===== config.mk =====
export PLATFORM = sky130hd
export DESIGN_NAME = sparse_ternary_fc
export DESIGN_NICKNAME = d
export VERILOG_FILES = /design/src/rtl/sparse_fc_pkg.sv /design/src/rtl/sparse_pack_buf.sv /design/src/rtl/sparse_ternary_fc.sv
export SDC_FILE = /design/constraint.sdc
export NUM_CORES = 1
export LEC_CHECK = 0
export CORE_ASPECT_RATIO = 0.6
export CORE_MARGIN = 3
export CORE_UTILIZATION = 55
export DETAILED_ROUTE_END_ITERATION = 6
export PLACE_DENSITY = 0.74
export RECOVER_POWER = 50
export SLEW_MARGIN = 20
export SYNTH_ARGS = -nofsm -noshare
export SYNTH_HDL_FRONTEND = slang
export SYNTH_SLANG_ARGS = --single-unit

===== constraint.sdc =====
create_clock -name clk -period 6.25 [get_ports clk]
set_input_delay 1.5625 -clock clk [delete_from_list [all_inputs] [get_ports clk]]
set_output_delay 1.5625 -clock clk [all_outputs]
set_load 0.005 [all_outputs]

===== src/rtl/sparse_fc_pkg.sv =====
// Shared types for the sparse ternary FC neuron: weight codes, FSM states
// and the saturating accumulate step used by the datapath.
package sparse_fc_pkg;

    localparam logic [1:0] WT_ZERO = 2'b00;
    localparam logic [1:0] WT_POS  = 2'b01;
    localparam logic [1:0] WT_RSVD = 2'b10;
    localparam logic [1:0] WT_NEG  = 2'b11;

    // Working width for the saturating add; accumulators up to 31 bits fit.
    localparam int SAT_W = 32;

    typedef enum logic [1:0] {
        LOAD,
        ACCUM,
        DONE
    } state_t;

    typedef struct packed {
        logic                    sat;
        logic signed [SAT_W-1:0] val;
    } sat_res_t;

    // Adds two sign-extended operands and clamps the result to a w-bit
    // signed range; sat reports whether the clamp was applied.
    function automatic sat_res_t sat_add(
        input logic signed [SAT_W-1:0] a,
        input logic signed [SAT_W-1:0] b,
        input int                      w
    );
        logic signed [SAT_W-1:0] sum;
        logic signed [SAT_W-1:0] hi;
        logic signed [SAT_W-1:0] lo;
        sat_res_t                r;
        sum = a + b;
        hi  = (SAT_W'(1) << (w - 1)) - SAT_W'(1);
        lo  = ~hi;
        r.sat = 1'b0;
        r.val = sum;
        if (sum > hi) begin
            r.sat = 1'b1;
            r.val = hi;
        end else if (sum < lo) begin
            r.sat = 1'b1;
            r.val = lo;
        end
        return r;
    endfunction

endpackage


===== src/rtl/sparse_pack_buf.sv =====
// Packed buffer of non-zero {activation, sign} pairs for one input vector.
// Ports: clk/reset, clear (end of vector), push/push_data (write at wr_ptr),
// rd_ptr/rd_data (async read), wr_ptr (entries held so far).
module sparse_pack_buf #(
    parameter int N     = 128,
    parameter int ACT_W = 9,
    parameter int CNT_W = $clog2(N + 1)
) (
    input  logic             clk,
    input  logic             reset,
    input  logic             clear,
    input  logic             push,
    input  logic [ACT_W:0]   push_data,
    input  logic [CNT_W-1:0] rd_ptr,
    output logic [ACT_W:0]   rd_data,
    output logic [CNT_W-1:0] wr_ptr
);

    localparam int AW = (N > 1) ? $clog2(N) : 1;

    logic [ACT_W:0] mem [N];
    logic           unused_rd;

    // Counters reach N, so only the low bits address the array.
    assign unused_rd = ^rd_ptr;

    always_ff @(posedge clk) begin
        if (reset || clear) begin
            wr_ptr <= '0;
        end else if (push) begin
            wr_ptr <= wr_ptr + CNT_W'(1);
        end
    end

    always_ff @(posedge clk) begin
        if (push) begin
            mem[wr_ptr[AW-1:0]] <= push_data;
        end
    end

    assign rd_data = mem[rd_ptr[AW-1:0]];

endmodule


===== src/rtl/sparse_ternary_fc.sv =====
// Sparse ternary-weight FC neuron: packs non-zero products during LOAD,
// sums them with per-step saturation in ACCUM, presents the result in DONE.
// Ports: in_valid/in_ready/in_act/in_wt beat input; out_valid/out_ready
// result handshake with out_data, out_nnz, out_sat and out_err.
module sparse_ternary_fc
    import sparse_fc_pkg::*;
#(
    parameter int N     = 128,
    parameter int ACT_W = 9,
    parameter int ACC_W = 16,
    parameter int CNT_W = $clog2(N + 1)
) (
    input  logic                    clk,
    input  logic                    reset,
    input  logic                    in_valid,
    output logic                    in_ready,
    input  logic signed [ACT_W-1:0] in_act,
    input  logic [1:0]              in_wt,
    output logic                    out_valid,
    input  logic                    out_ready,
    output logic signed [ACC_W-1:0] out_data,
    output logic [CNT_W-1:0]        out_nnz,
    output logic                    out_sat,
    output logic                    out_err
);

    state_t                  state;
    state_t                  state_nxt;
    logic signed [ACC_W-1:0] acc;
    logic [CNT_W-1:0]        beat_cnt;
    logic [CNT_W-1:0]        rd_ptr;
    logic [CNT_W-1:0]        wr_ptr;
    logic                    sat_flag;
    logic                    err_flag;
    logic                    accept;
    logic                    nz_wt;
    logic                    push;
    logic                    last_beat;
    logic                    out_fire;
    logic [ACT_W:0]          rd_data;
    logic signed [ACT_W-1:0] rd_act;
    logic signed [SAT_W-1:0] term;
    sat_res_t                step;
    logic                    unused_step;

    assign accept    = in_valid && in_ready;
    assign nz_wt     = (in_wt == WT_POS) || (in_wt == WT_NEG);
    assign push      = accept && nz_wt && (in_act != '0);
    assign last_beat = accept && (beat_cnt == CNT_W'(N - 1));
    assign out_fire  = out_valid && out_ready;

    sparse_pack_buf #(
        .N     (N),
        .ACT_W (ACT_W),
        .CNT_W (CNT_W)
    ) u_buf (
        .clk       (clk),
        .reset     (reset),
        .clear     (out_fire),
        .push      (push),
        .push_data ({in_act, in_wt == WT_NEG}),
        .rd_ptr    (rd_ptr),
        .rd_data   (rd_data),
        .wr_ptr    (wr_ptr)
    );

    // Entry layout is {act, sign}; sign set means the weight was -1.
    assign rd_act = rd_data[ACT_W:1];
    assign term   = rd_data[0] ? -SAT_W'(rd_act) : SAT_W'(rd_act);
    assign step   = sat_add(SAT_W'(acc), term, ACC_W);

    // Only the low ACC_W bits of the clamped value are meaningful.
    assign unused_step = ^step;

    always_ff @(posedge clk) begin
        if (reset) begin
            state <= LOAD;
        end else begin
            state <= state_nxt;
        end
    end

    always_comb begin
        state_nxt = state;
        unique case (state)
            LOAD: begin
                if (last_beat) begin
                    // Nothing packed at all: skip ACCUM entirely.
                    if ((wr_ptr == '0) && !push) begin
                        state_nxt = DONE;
                    end else begin
                        state_nxt = ACCUM;
                    end
                end
            end
            ACCUM: begin
                if (rd_ptr == wr_ptr - CNT_W'(1)) begin
                    state_nxt = DONE;
                end
            end
            DONE: begin
                if (out_ready) begin
                    state_nxt = LOAD;
                end
            end
            default: state_nxt = LOAD;
        endcase
    end

    always_comb begin
        in_ready  = 1'b0;
        out_valid = 1'b0;
        out_data  = '0;
        out_nnz   = '0;
        out_sat   = 1'b0;
        out_err   = 1'b0;
        unique case (state)
            LOAD: in_ready = 1'b1;
            DONE: begin
                out_valid = 1'b1;
                out_data  = acc;
                out_nnz   = wr_ptr;
                out_sat   = sat_flag;
                out_err   = err_flag;
            end
            default: ;
        endcase
    end

    always_ff @(posedge clk) begin
        if (reset || out_fire) begin
            acc      <= '0;
            beat_cnt <= '0;
            rd_ptr   <= '0;
            sat_flag <= 1'b0;
            err_flag <= 1'b0;
        end else begin
            if (accept) begin
                beat_cnt <= beat_cnt + CNT_W'(1);
                if (in_wt == WT_RSVD) begin
                    err_flag <= 1'b1;
                end
            end
            if (state == ACCUM) begin
                acc    <= step.val[ACC_W-1:0];
                rd_ptr <= rd_ptr + CNT_W'(1);
                if (step.sat) begin
                    sat_flag <= 1'b1;
                end
            end
        end
    end

endmodule


==> After elaboration in Yosys (flattened, before gate mapping) <==
Memory sizes are Yosys's and may differ from the RTL's. A register that Yosys moved wholly into a read port is not among the register bits.
Index checks and enable logic that the tools add are counted.
{ "op_classes": {"add_sub_neg": 6, "mul": 0, "n_div": 0, "order_cmp": 2, "n_eq_ne": 10, "shift": 0, "muxes": 18, "bitwise": 0, "reduce_logical": 15} }
{ "ops": {"columns": ["cell", "n"], "rows": [
  ["$mux W33", 2],
  ["$add A16 B32 Y32", 1],
  ["$gt A32 B16 Y1 const B", 1],
  ["$lt A32 B16 Y1 const B", 1],
  ["$mux W32", 1],
  ["$neg A9 Y32", 1],
  ["$add A8 B1 Y8 const B", 3],
  ["$mux W16", 1],
  ["$mux W7", 2],
  ["$reduce_bool A9 Y1", 1],
  ["$eq A8 B7 Y1 const B", 1],
  ["$eq A8 B8 Y1", 1],
  ["$logic_not A8 Y1", 1],
  ["$mux W2", 4],
  ["$mux W8", 1],
  ["$sub A8 B1 Y8 const B", 1],
  ["$eq A2 B2 Y1 const B", 3],
  ["$logic_and A1 B1 Y1", 6],
  ["$mux W1", 6],
  ["$ne A2 B2 Y1 const B", 3],
  ["$pmux W2 S3", 1],
  ["$eq A2 B1 Y1 const B", 2],
  ["$reduce_and A2 Y1", 2],
  ["$reduce_and A3 Y1", 1],
  ["other kinds (3)", 4]
]} }
{ "totals": {"reg_bits": 44, "latch_bits": 0, "ramBits": 1280, "romBits": 0, "inputBits": 15, "n_memories": 1} }
{ "mem_list": {"columns": ["memory", "words", "width", "read_ports", "rd_ports_with_merged_regs", "wr", "line_no", "rtl"], "rows": [
  ["u_buf.mem", 128, 10, 1, 1, 1, "sparse_pack_buf.sv:21", "logic [ACT_W:0] mem [N];"]
]} }

==> Longest topological paths before layout <==
{ "logic_depth": {"depth_word": 10, "ltp_mapped": 31, "depth_no_buf": 24} }

==> Modules after synthesis <==
Synthesis repeated with hierarchy kept, for this count alone.
{ "unflattened": {"cells_unflattened": 2635, "area_unflattened_um2": 54197.0} }
{ "by_module_without_submodules": {"columns": ["mod", "n_inst", "cells_per_inst", "area_each_um2"], "rows": [
  ["sparse_pack_buf", 1, 2027, 49513.7],
  ["sparse_ternary_fc", 1, 608, 4683.2]
]} }

==> Worst setup path after synthesis <==
Ideal clock, no wire load.
{ "synth_timing": {"kind": "register to register", "startpoint": "reg with a tool-made name", "endpoint": "reg acc[5]", "arrival_time_ps": 6514, "required_time_ps": 6180, "slack_ps": -333, "path_stages_with_launch": 29, "synth_period_minus_slack_ps": 6583, "path_cell_list": "dfxtp_1 > buf_4 > buf_6 > buf_6 > buf_6 > buf_2 > mux4_2 > mux4_2 > mux4_2 > mux2i_1 > and2_1 > buf_2 > buf_4 > nand3_1 > ha_1 > a21oi_1 > ha_1 > clkbuf_1 > nand4_1 > or4b_1 > a31oi_1 > o31ai_1 > o21ai_0 > xor2_1 > nand4_1 > nor4b_2 > clkbuf_1 > o21ai_0 > a21oi_1"} }
{ "synth_rtl": {"columns": ["item", "line_no", "rtl"], "rows": [
  ["end signal: assignment", "sparse_ternary_fc.sv:145", "acc <= step.val[ACC_W-1:0];"],
  ["end: declaration", "sparse_ternary_fc.sv:29", "logic signed [ACC_W-1:0] acc;"]
]} }

==> out/qor.yml <==
outcome: "finished, violations left"
ctsRootBufferMaster: "clkbuf_16"
worstPathRequired_ps: 6910
synthFlopType: "edfxtp_1"
yosysMostFrequentCell: "edfxtp_1"
post_drt_wl_per_cell_um: 32.8
dr_total_vias: 30951
finalHoldViolations: 0
critPathTopFamily: "multiplexers"
dieWidth_um: 412
worstPathArrival_ps: 7380
port_buffers: 42
grt_pass1_wl_mm: 219
synth-edff-count: 1280
relSlewSlack_pct: -141
clock_sinks: 1331
fmax_ghz: 0.149
finalSetupTns_ps: -6900
rrSetupSlack_ps: -480
syn_nets: 2802
core_area_um2: 97000
yosysUniqueCellTypes: 70
holdWs_ps: 465
netlist_area_um2: 54300
grt_overflow: 0
avgSynthCellArea_um2: 19.8
antenna_found_initial: 10
violations: "capacitance limit, slew limit, setup timing"
yosysSeqAreaShare_pct: 72.7
grt_pass1_vias: 30310
hpwlAfterDp_mm: 93.2
rsz0062_at_grt: "yes"
ys_warn_count: 0
drive_gt1_share_pct: 35.2
ios: 43
finalMaxSlewViolations: 1165
nets: 3298
clk_latency_ps: 740
cts_tree: "yes"
fin_skew_ps: 42.1
cp_common_cell: "buf_12"
drt_iter0_drc: 4699
start_util_pct: 55.9
synth_top_cell_by_area: "edfxtp_1"
drt_wl_total_mm: 152
cp-end-kind: "flop"
synthArstFlopShare_pct: 0
grt_max_degree: 129
leakagePower_nw: 20.5
ir_drop_uv: 304
worst_pin_slew_ps: 3620
fin_util_pct: 66.5
start_kind: "flop"
max_stage_delay_ps: 570
drt_pass1_iterations: 6
die_y_um: 249
syn_inst: 2739
htreeDepth: 3
path_buf_inv: 9
hold-path-cell-count: 2
synthToLayoutAreaGrowth_pct: 18.9
route.detailed.drc: 0
period_share_pct: 108
gp_congestion: 0.951
holdCritPathClass: "flop to flop"
die_area_um2: 103000
cp_slowest_cell: "mux4_2"
viasPerCell: 6.68
synth-seq-cells: 1331
clk_path_buf_depth: 3
synth_top_area_share_pct: 70.8
rows: 88
p_per_area_nw_per_um2: 268
numCtsBuffers: 111
worstSetupPathType: "flop to flop"
synthTopCellsByCount: "1280 x edfxtp_1, 368 x mux4_2, 205 x nor2_1, 84 x mux2i_1, 68 x a21oi_1"
setup_viol: 17
worst_hold_startpoint: "err_flag"
worst-path-max-fanout: 7
max_cap_violations: 17
hold_end: "err_flag"
ys_top_cells_by_area: "edfxtp_1 71%, mux4_2 15%, dfxtp_1 1.9%, mux2i_1 1.5%, nor2_1 1.4%"
worstReg2RegEnd: "acc[7]"
rr_worst_depth: 28
clk_pin_slew_worst_paths_ps: 70
ant_nets: 0
track_usage_pct: 29.8
holdBufCountCts: 0
min_period_ps: 6730
worst_slack_ps: -477
[worst min-delay path, delay by kind of cell (launching register included)]
kind | cells | cell delay [ps]
compound gates | 1 | 40
flops | 1 | 320
simple gates | 1 | 70
[logic make-up (layout without fill, tap and decap cells)]
family                   Yosys count  in the layout  synth area share [%]
AO/OA/AOI/OAI                    246            246                  2.89
buffers and inverters            159            746                  1.44
XOR/XNOR                          61             61                  1.01
other                              0              2                     0
multiplexers                     465            465                  17.1
flip-flops                      1331           1331                  72.7
adder cells (fa/ha/maj)           48             48                  1.12
AND/OR/NAND/NOR                  429            429                  3.75
[cells in the final DEF (no fill, tap or decap), types with 39 or more instances in the layout]
cell / n
a21oi_1: 41
buf_4: 387
clkbuf_16: 111
dfxtp_1: 47
edfxtp_1: 1280
mux2i_1: 77
mux4_2: 368
nand2_1: 57
nor2_1: 174
o21ai_0: 39
[per-stage QoR]
step                      instances  power [mW]  setup slack [ps]  area [µm²]
after floorplan                2739        10.1              2.98       54400
after global placement         4343        10.4              -771       58900
after detailed placement       4343        10.4              -857       58900
after CTS                      4619        17.3              -272       64100
after global routing           4631        17.7              -591       64500
final                          4633        17.3              -477       64500
[cell type report]
class | instances | area (µm²)
multi-input combinational | 1249 | 14900
clock buffer | 133 | 2900
antenna | 2 | 5.00
sequential | 1331 | 39500
tap | 1305 | 1630
fill | 6102 | 32500
clock inverter | 71 | 712
timing repair buffer | 527 | 4840
inverter | 15 | 58.8
[routing by layer]
metal / GRT usage [%] / up-vias / part of all wire [%]
met5: 0 / - / 0.045
met1: 46.6 / 16026 / 40
li1: - / 12295 / -
met4: 6.86 / 10 / 2.5
met3: 8.92 / 269 / 14
met2: 41.5 / 2351 / 43
[flip-flops by register name, summed over array words and instances (netlist names), named ones only]
name / flops
acc: 16
beat_cnt: 8
err_flag: 1
rd_ptr: 8
sat_flag: 1
state: 2
u_buf.mem: 1280
u_buf.wr_ptr: 8
[worst max path at each step]
stage,slack (ps),depth (start not counted),from,endpoint
3_3_place_gp,-770,24,flop,acc[1]
2_1_floorplan,3,27,flop,acc[5]
3_5_place_dp,-860,26,flop,acc[1]
5_1_grt,-590,27,flop,acc[1]
4_1_cts,-270,26,flop,acc[1]
6_report,-480,28,flop,acc[7]
[what timing repair did]
action | CTS | global route
endpoints found under the setup margin | 17 | 17
pin swaps | 47 | 40
gates resized for setup | 155 | 66
buffers inserted | 63 | 15
cloned | 15 | 0
[where the power goes]
part	internal, mW	leakage (nW)	switching, mW	total, mW
Clock	3.78	1.76	3.23	7.01
Sequential	9.78	11.8	0.00517	9.79
Combinational	0.160	6.96	0.340	0.500
Note: power is estimated with default switching activity, not from simulation.
